$ cat src/rtl/plru_eviction_engine.sv
// rtl/plru_eviction_engine.sv - tree pseudo-LRU eviction engine for one cache set (optional: PLRU_INVALID_FIRST_EN)
module plru_eviction_engine #(
  parameter int NUM_WAYS = 8,
  localparam int LEVELS = $clog2(NUM_WAYS)
) (
  input  logic                clk,
  input  logic                reset_n,
  input  logic [NUM_WAYS-1:0] hitWay,
  input  logic                hit,
  input  logic [NUM_WAYS-1:0] missWay,
  input  logic                miss,
  input  logic [NUM_WAYS-1:0] allocateWay,
  input  logic                allocate,
  output logic [NUM_WAYS-1:0] evictionTarget,
  output logic                evictionReady
);

  localparam int NODE_W = LEVELS + 1;
  localparam int LVL_W  = (LEVELS > 1) ? $clog2(LEVELS) : 1;

  typedef enum logic [1:0] {IDLE, WALK, READY} state_t;

  state_t                state_q, state_d;
  logic [NUM_WAYS-2:0]   tree_q, tree_d, tree_hit;
  logic [NUM_WAYS-2:0]   snap_q, snap_d;
  logic [NODE_W-1:0]     node_q, node_d, node_nxt;
  logic [LVL_W-1:0]      level_q, level_d;
  logic [NUM_WAYS-1:0]   target_q, target_d;
  logic                  ready_q, ready_d;
  logic                  snap_bit;
`ifdef PLRU_INVALID_FIRST_EN
  logic [NUM_WAYS-1:0]   valid_q, valid_d;
`endif

  // Isolate the lowest set bit so non-one-hot inputs behave deterministically.
  function automatic logic [NUM_WAYS-1:0] lsb_onehot(input logic [NUM_WAYS-1:0] v);
    return v & (~v + NUM_WAYS'(1));
  endfunction

  // Index of the lowest set bit (0 when the vector is empty).
  function automatic logic [LEVELS-1:0] oh2idx(input logic [NUM_WAYS-1:0] v);
    logic [NUM_WAYS-1:0] s;
    logic [LEVELS-1:0]   idx;
    logic                found;
    s     = v;
    idx   = '0;
    found = 1'b0;
    for (int i = 0; i < NUM_WAYS; i++) begin
      if (s[0] && !found) begin
        idx   = LEVELS'(i);
        found = 1'b1;
      end
      s = s >> 1;
    end
    return idx;
  endfunction

  // Walk root-to-leaf for way w, pointing every node on the path away from it.
  function automatic logic [NUM_WAYS-2:0] touch(input logic [NUM_WAYS-2:0] t,
                                               input logic [LEVELS-1:0]   w);
    logic [NUM_WAYS-2:0] r;
    logic [LEVELS-1:0]   node;
    logic [LEVELS-1:0]   ws;
    logic                dir;
    r    = t;
    node = '0;
    ws   = w;
    for (int l = 0; l < LEVELS; l++) begin
      dir     = ws[LEVELS-1];
      r[node] = ~dir;
      node    = LEVELS'((32'(node) << 1) + 32'd1 + 32'(dir));
      ws      = ws << 1;
    end
    return r;
  endfunction

  assign snap_bit = snap_q[node_q[LEVELS-1:0]];
  assign node_nxt = {node_q[LEVELS-1:0], 1'b0} + NODE_W'(1) + NODE_W'(snap_bit);

  // Live tree update: hit first, then allocate so allocate wins on shared nodes.
  always_comb begin
    tree_hit = tree_q;
    if (hit && (|hitWay)) tree_hit = touch(tree_q, oh2idx(hitWay));
    tree_d = tree_hit;
    if (allocate && (|allocateWay)) tree_d = touch(tree_hit, oh2idx(allocateWay));
  end

`ifdef PLRU_INVALID_FIRST_EN
  // Mark allocated ways valid.
  always_comb begin
    valid_d = valid_q;
    if (allocate) valid_d = valid_q | lsb_onehot(allocateWay);
  end
`endif

  // Victim selection FSM: next state and registered outputs.
  always_comb begin
    state_d  = state_q;
    snap_d   = snap_q;
    node_d   = node_q;
    level_d  = level_q;
    target_d = target_q;
    ready_d  = ready_q;
    case (state_q)
      IDLE: begin
        if (miss) begin
          if (|missWay) begin
            target_d = lsb_onehot(missWay);
            ready_d  = 1'b1;
            state_d  = READY;
`ifdef PLRU_INVALID_FIRST_EN
          end else if (!(&valid_q)) begin
            target_d = lsb_onehot(~valid_q);
            ready_d  = 1'b1;
            state_d  = READY;
`endif
          end else begin
            snap_d  = tree_d;
            node_d  = '0;
            level_d = '0;
            state_d = WALK;
          end
        end
      end
      WALK: begin
        node_d  = node_nxt;
        level_d = level_q + LVL_W'(1);
        if (level_q == LVL_W'(LEVELS - 1)) begin
          target_d = NUM_WAYS'(1) << (node_nxt - NODE_W'(NUM_WAYS - 1));
          ready_d  = 1'b1;
          state_d  = READY;
        end
      end
      READY: begin
        if (allocate) begin
          target_d = '0;
          ready_d  = 1'b0;
          state_d  = IDLE;
        end
      end
      default: state_d = IDLE;
    endcase
  end

  // State registers with asynchronous reset.
  always_ff @(posedge clk or negedge reset_n) begin
    if (!reset_n) begin
      state_q  <= IDLE;
      tree_q   <= '0;
      snap_q   <= '0;
      node_q   <= '0;
      level_q  <= '0;
      target_q <= '0;
      ready_q  <= 1'b0;
    end else begin
      state_q  <= state_d;
      tree_q   <= tree_d;
      snap_q   <= snap_d;
      node_q   <= node_d;
      level_q  <= level_d;
      target_q <= target_d;
      ready_q  <= ready_d;
    end
  end

`ifdef PLRU_INVALID_FIRST_EN
  // Valid bits with asynchronous reset.
  always_ff @(posedge clk or negedge reset_n) begin
    if (!reset_n) valid_q <= '0;
    else          valid_q <= valid_d;
  end
`endif

  assign evictionTarget = target_q;
  assign evictionReady  = ready_q;

endmodule

$ cat config.mk
export PLATFORM = sky130hd
export DESIGN_NAME = plru_eviction_engine
export DESIGN_NICKNAME = d
export VERILOG_FILES = /design/src/rtl/plru_eviction_engine.sv
export SDC_FILE = /design/constraint.sdc
export NUM_CORES = 1
export LEC_CHECK = 0
export ABC_CLOCK_PERIOD_IN_PS = 2700
export CAP_MARGIN = 20
export CELL_PAD_IN_SITES_DETAIL_PLACEMENT = 0
export CELL_PAD_IN_SITES_GLOBAL_PLACEMENT = 1
export CORE_MARGIN = 4
export CORE_UTILIZATION = 41
export CTS_CLUSTER_DIAMETER = 80
export CTS_CLUSTER_SIZE = 12
export DETAILED_ROUTE_END_ITERATION = 8
export MAX_ROUTING_LAYER = met4
export PLACE_DENSITY_LB_ADDON = 0.1
export SETUP_SLACK_MARGIN = 0.1
export SLEW_MARGIN = 0
export SYNTH_ARGS = -nofsm -noshare
export SYNTH_HDL_FRONTEND = slang
export SYNTH_SLANG_ARGS = --single-unit
$ cat constraint.sdc
create_clock -name clk -period 2.7 [get_ports clk]
set_input_delay 0.675 -clock clk [delete_from_list [all_inputs] [get_ports clk]]
set_output_delay 0.675 -clock clk [all_outputs]
set_load 0.1 [all_outputs]
==> impl_metrics.json, run 1 <==
{
  "status": "finished clean",
  "clock_latency_ns": 0.28,
  "antenna_cells": 0,
  "grt_setup_unrepaired": "no",
  "crit_top_cell": "buf_4",
  "via_count": 2081,
  "drv_slew": 0,
  "holdWs_ns": 0.503,
  "r2r_end": "evictionTarget[0]",
  "drtIter0Drc": 98,
  "gp_congestion": 0.841,
  "io_pins": 38,
  "async_reset_ff_frac": 1.00,
  "synth.cell_area_um2": 2210,
  "core-area_um2": 5170,
  "viasPerCell": 5.31,
  "drtPass1Iterations": 4,
  "layout_commonest_cell": "buf_4",
  "tritoncts": "done",
  "critPathMaxFanout": 4,
  "clk_pin_slew_ns": 0.07,
  "fin_worst_skew_ns": 0.00323,
  "powerDensity_nw_per_um2": 524,
  "drtAntennaViolNets": 0,
  "ir_drop_uv": 401,
  "fmax_ghz": 0.389,
  "required_ns": 2.92,
  "ys_warn_count": 0,
  "clock_path_buffers": 2,
  "worstSetupStartpoint": "allocateWay[3]",
  "finalCriticalPeriod_ns": 2.57,
  "grt_pass1_vias": 2025,
  "ys_types": 54,
  "finalHoldViolations": 0,
  "max_stage_delay_ns": 0.49,
  "routed_wl_mm": 6.03,
  "wl_per_cell_um": 15.4,
  "dp_hpwl_mm": 4.42,
  "setup_viol": 0,
  "grt_max_degree": 31,
  "die_y_um": 81.4,
  "min_from": "level_q[1]",
  "grt-ovfl-total": 0,
  "start_util": 0.427,
  "rows": 26,
  "max_cap_viol_count": 0,
  "end_kind": "register",
  "cp.arrival_ns": 2.79,
  "drc": 0,
  "r2r_slack_ns": 0.30,
  "numCtsBuffers": 5,
  "grt_usage": 0.188,
  "r2r_cells": 9,
  "clock_sinks": 30,
  "drive_gt1_frac": 0.363,
  "synth_nets": 283,
  "synth-main-ff-cell": "dfrtp_1",
  "synth-seq-cells": 30,
  "seq_area_frac_synth": 0.340,
  "synth.avg_cell_area_um2": 9.33,
  "path_cells": "dlygate4sd2_1 > or4_4 > buf_4 > a21oi_1 > buf_4 > inv_1 > ha_2 > o311ai_4 > a21bo_1 > o32ai_2 > mux2_4",
  "cp_slowest_cell": "or4_4",
  "path_delay_family": "buffers and inverters",
  "path_buf_inv": 4,
  "reg2reg_from": "node_q[0]",
  "holdPathEnd": "level_q[1]",
  "syn_to_final_growth_pct": 50.2,
  "antenna_found_initial": 0,
  "hold_class": "register to register",
  "dieArea_um2": 6630,
  "nNetsFinal": 367,
  "worst_pin_slew_ns": 0.587,
  "holdPathStages": 1,
  "period_share": 0.952,
  "fp.dieW_um": 81.4,
  "synth-edff-count": 0,
  "cts_root_buf": "clkbuf_8",
  "grt_pass1_wl_mm": 9.34,
  "setup.worst_path.start_class": "primary input",
  "slew_headroom": 0.608,
  "cts_htree_levels": 2,
  "port-buffer-count": 37,
  "critical_path_class": "primary input to register",
  "synthCells": 237,
  "final_util": 0.642,
  "final_cell_mix": "buf_4 (58), dfrtp_1 (29), inv_1 (18)",
  "p_leak_nw": 1.56
}
==> sequential cells by signal, indices dropped and copies added (netlist names) <==
name            flops
snap_q              7
node_q              3
tree_q              7
evictionTarget      8
level_q             2
evictionReady       1
state_q             2
==> routing by layer <==
layer | global-route usage | share of wire | vias up
met3 | 0.0471 | 0.030 | 4
met5 | - | 0 | -
met1 | 0.259 | 0.51 | 1008
li1 | - | - | 1042
met2 | 0.279 | 0.46 | 27
met4 | 0.0372 | 0.0041 | 0
==> Yosys cell counts, types with 3 or more instances <==
library cell	number	area [um2]
a21bo_1	3	30.0
o2bb2ai_1	4	35.0
a211oi_1	7	52.6
a21oi_1	6	30.0
o32ai_1	4	35.0
o211ai_1	4	30.0
nor3_1	4	20.0
o21ai_1	3	15.0
nor2_1	15	56.3
mux2_2	5	56.3
nand3_1	9	45.0
or2_2	5	31.3
o21ai_0	14	70.1
o311ai_1	3	26.3
nand2_1	6	22.5
mux2i_1	13	130
nand2b_1	4	25.0
nor2b_1	6	37.5
ha_1	17	213
inv_1	20	75.1
clkbuf_1	6	22.5
dfrtp_1	30	751
mux2_1	3	33.8
==> cell families after synthesis <==
group | Yosys count | synth area share
multiplexers | 21 | 0.0996
flip-flops | 30 | 0.340
AO/OA/AOI/OAI | 69 | 0.228
XOR/XNOR | 1 | 0.00396
AND/OR/NAND/NOR | 68 | 0.175
buffers and inverters | 31 | 0.0577
adder cells (fa/ha/maj) | 17 | 0.0962
==> per-stage QoR <==
step	setup TNS, ns	power, mW	std cells	setup slack [ns]	cell area [um2]
after global routing	0	1.84	392	0.0721	3320
after CTS	0	1.71	385	0.0828	3100
after floorplan	0	1.09	237	0.121	2230
final	0	1.74	392	0.129	3320
after global placement	-3.11	1.32	375	-0.436	2920
after detailed placement	-3.39	1.32	375	-0.453	2920
==> area by class of cell <==
class,count,area (um2)
Fill cell,438,1850
Sequential cell,30,752
Multi-Input combinational cell,176,1570
Tap cell,70,87.6
Clock inverter,1,5.00
Inverter,21,78.8
Clock buffer,7,86.3
Timing Repair Buffer,87,742
==> power by group <==
part / switching [mW] / internal (mW) / total [mW]
combinational: 0.522 / 0.296 / 0.817
sequential: 0.0300 / 0.514 / 0.544
clock: 0.172 / 0.205 / 0.378
total: 0.724 / 1.02 / 1.74
==> timing repair <==
action	in CTS	in global routing
resized for setup	20	38
pin swaps	7	21
hold endpoints to repair	0	0
hold buffers	0	0
setup buffers	2	7
setup endpoints to repair	9	13
==> worst max-delay path by stage <==
| stage | endpoint | slack (ns) | cells past startpoint |
|---|---|---|---|
| 3_3_place_gp | snap_q[0] | -0.44 | 10 |
| 4_1_cts | snap_q[0] | 0.08 | 10 |
| 6_report | snap_q[3] | 0.13 | 11 |
| 2_1_floorplan | snap_q[1] | 0.12 | 9 |
| 5_1_grt | snap_q[3] | 0.07 | 11 |
| 3_5_place_dp | snap_q[0] | -0.45 | 10 |
(Power assumes the default switching activity.)
==> run 2, diff against run 1 <==
ABC_CLOCK_PERIOD_IN_PS = unset   (was 2700)
MAX_ROUTING_LAYER = unset   (was met4)
SETUP_SLACK_MARGIN = unset   (was 0.1)
==> run 2 against run 1 <==
  * Total power is 0.34% lower
  * Via count is 1.8% lower
  * Die area stayed put
  * Count of clock-buffer cells in the layout stayed put
  * Clock power is 4% lower
  * Sequential cell count stayed put
  * Critical path depth is 3 lower
  * Wire length is 1.8% lower
  * Sequential share of layout area is 0.96 points higher
  * First-iteration DRC count is 46% higher
  * Global-route usage is 0.56 points higher
  * Critical endpoint is now snap_q[5]
==> impl_metrics.json, run 2 (synthesized netlist as in run 1, its figures left out) <==
{
  "status": "finished clean",
  "antenna_cells": 0,
  "hold_class": "register to register",
  "cts_root_buf": "clkbuf_8",
  "port-buffer-count": 37,
  "setup.worst_path.start_class": "primary input",
  "power_mw": 1.73,
  "r2r_slack_ns": 0.25,
  "clk_pin_slew_ns": 0.06,
  "endpoint": "snap_q[5]",
  "final.setup.tns_ns": 0,
  "ir_drop_uv": 276,
  "drc": 0,
  "antenna_found_initial": 0,
  "powerDensity_nw_per_um2": 544,
  "grt_usage": 0.193,
  "critPathMaxFanout": 3,
  "finalCriticalPeriod_ns": 2.63,
  "grt_pass1_vias": 2030,
  "grt-ovfl-total": 0,
  "end_kind": "register",
  "viasPerCell": 5.30,
  "drive_gt1_frac": 0.320,
  "worstSetupStartpoint": "hitWay[0]",
  "layout_commonest_cell": "buf_4",
  "clock_sinks": 30,
  "cts_hold_buf": 0,
  "fp.dieW_um": 81.4,
  "required_ns": 2.86,
  "multi_input_area_um2": 1490,
  "die_y_um": 81.4,
  "slew_headroom": 0.612,
  "rows": 26,
  "numCtsBuffers": 5,
  "gp_congestion": 0.826,
  "cp.arrival_ns": 2.79,
  "syn_to_final_growth_pct": 44.1,
  "routed_wl_mm": 5.92,
  "drtIter0Drc": 143,
  "finalHoldViolations": 0,
  "drv_slew": 0,
  "cts_htree_levels": 2,
  "grt_max_degree": 31,
  "dp_hpwl_mm": 4.60,
  "dieArea_um2": 6630,
  "io_pins": 38,
  "start_util": 0.427,
  "setup_viol": 0,
  "tritoncts": "done",
  "drtPass1Iterations": 4,
  "worst_pin_slew_ns": 0.583,
  "drtAntennaViolNets": 0,
  "period_share": 0.974,
  "r2r_cells": 9,
  "nNetsFinal": 361,
  "reg2reg_from": "node_q[0]",
  "final_util": 0.616,
  "largest_reg_flops": 8,
  "grt_pass1_wl_mm": 9.84,
  "via_count": 2044,
  "regArea_um2": 752,
  "p_leak_nw": 1.47,
  "max_cap_viol_count": 0,
  "fillers": 472,
  "fin_worst_skew_ns": 0.00801,
  "wl_per_cell_um": 15.3,
  "r2r_end": "evictionTarget[0]",
  "final_cell_mix": "buf_4 (53), dfrtp_1 (29), clkdlybuf4s50_1 (22)",
  "clock_latency_ns": 0.28,
  "core-area_um2": 5170,
  "fmax_ghz": 0.380,
  "critical_path_class": "primary input to register",
  "clock_path_buffers": 2
}
[run 2: cell count changes in the layout (fill, tap and decap cells not counted), moves of 3 or more]
cell / previous run / this run
buf_4: 58 / 53
clkdlybuf4s50_1: 17 / 22
dlymetal6s2s_1: 7 / 3
ha_1: 11 / 15
o32ai_2: 4 / 0
o32ai_1: 0 / 3
[run 2: what timing repair did]
| action | CTS | global route |
|---|---|---|
| buffers inserted | 1 | 1 |
| resized for setup | 24 | 17 |
| pin swaps | 7 | 12 |
| setup endpoints to repair | 8 | 14 |
[run 2: final cells by class]
cell class	count	share of cell area
well taps	70	0.0275
clock inverters	1	0.00157
multi-input cells	176	0.469
clock buffers	7	0.0271
flip-flops and latches	30	0.236
inverters	21	0.0247
repair buffers	81	0.214
[run 2: power by group]
| group | leakage (nW) | switching (mW) | internal [mW] |
|---|---|---|---|
| Clock | 0.0482 | 0.158 | 0.205 |
| Sequential | 0.389 | 0.0332 | 0.515 |
| Combinational | 1.03 | 0.526 | 0.297 |
[run 2: worst min-delay path by stage]
| stage | start | endpoint | slack, ns | depth (start not counted) |
|---|---|---|---|---|
| 2_1_floorplan | reset_n | evictionReady | 0.38 | 0 |
| 3_3_place_gp | snap_q[0] | snap_q[0] | 0.48 | 2 |
| 3_5_place_dp | snap_q[0] | snap_q[0] | 0.48 | 2 |
| 4_1_cts | snap_q[0] | snap_q[0] | 0.50 | 2 |
| 5_1_grt | snap_q[2] | snap_q[2] | 0.53 | 1 |
| 6_report | snap_q[0] | snap_q[0] | 0.50 | 2 |
[run 2: metrics by stage]
| step | setup slack [ns] | hold WS (ns) | cell area, um2 | instances |
|---|---|---|---|---|
| 2_1_floorplan | 0.00320 | 0.379 | 2210 | 237 |
| 3_3_place_gp | -0.381 | 0.477 | 2910 | 376 |
| 3_5_place_dp | -0.421 | 0.478 | 2910 | 376 |
| 4_1_cts | 0.0222 | 0.500 | 3110 | 385 |
| 5_1_grt | -0.00796 | 0.528 | 3190 | 386 |
| 6_report | 0.0691 | 0.495 | 3190 | 386 |
[run 2: metal layers]
layer / vias to the layer above / wire [um] / global-route usage
li1: 1039 / - / -
met1: 960 / 3150 / 0.292
met2: 43 / 2520 / 0.275
met3: 2 / 233 / 0.0439
met4: 0 / 14 / 0.0490
met5: - / 0 / 0
[run 2: critical path, stage by stage]
cell and delay (ns):
clkdlybuf4s50_1 0.42, or4_4 0.54, nor2_4 0.12, ha_2 0.17, o211ai_1 0.12, a211oi_2 0.32, o32ai_4 0.15, mux2_4 0.29
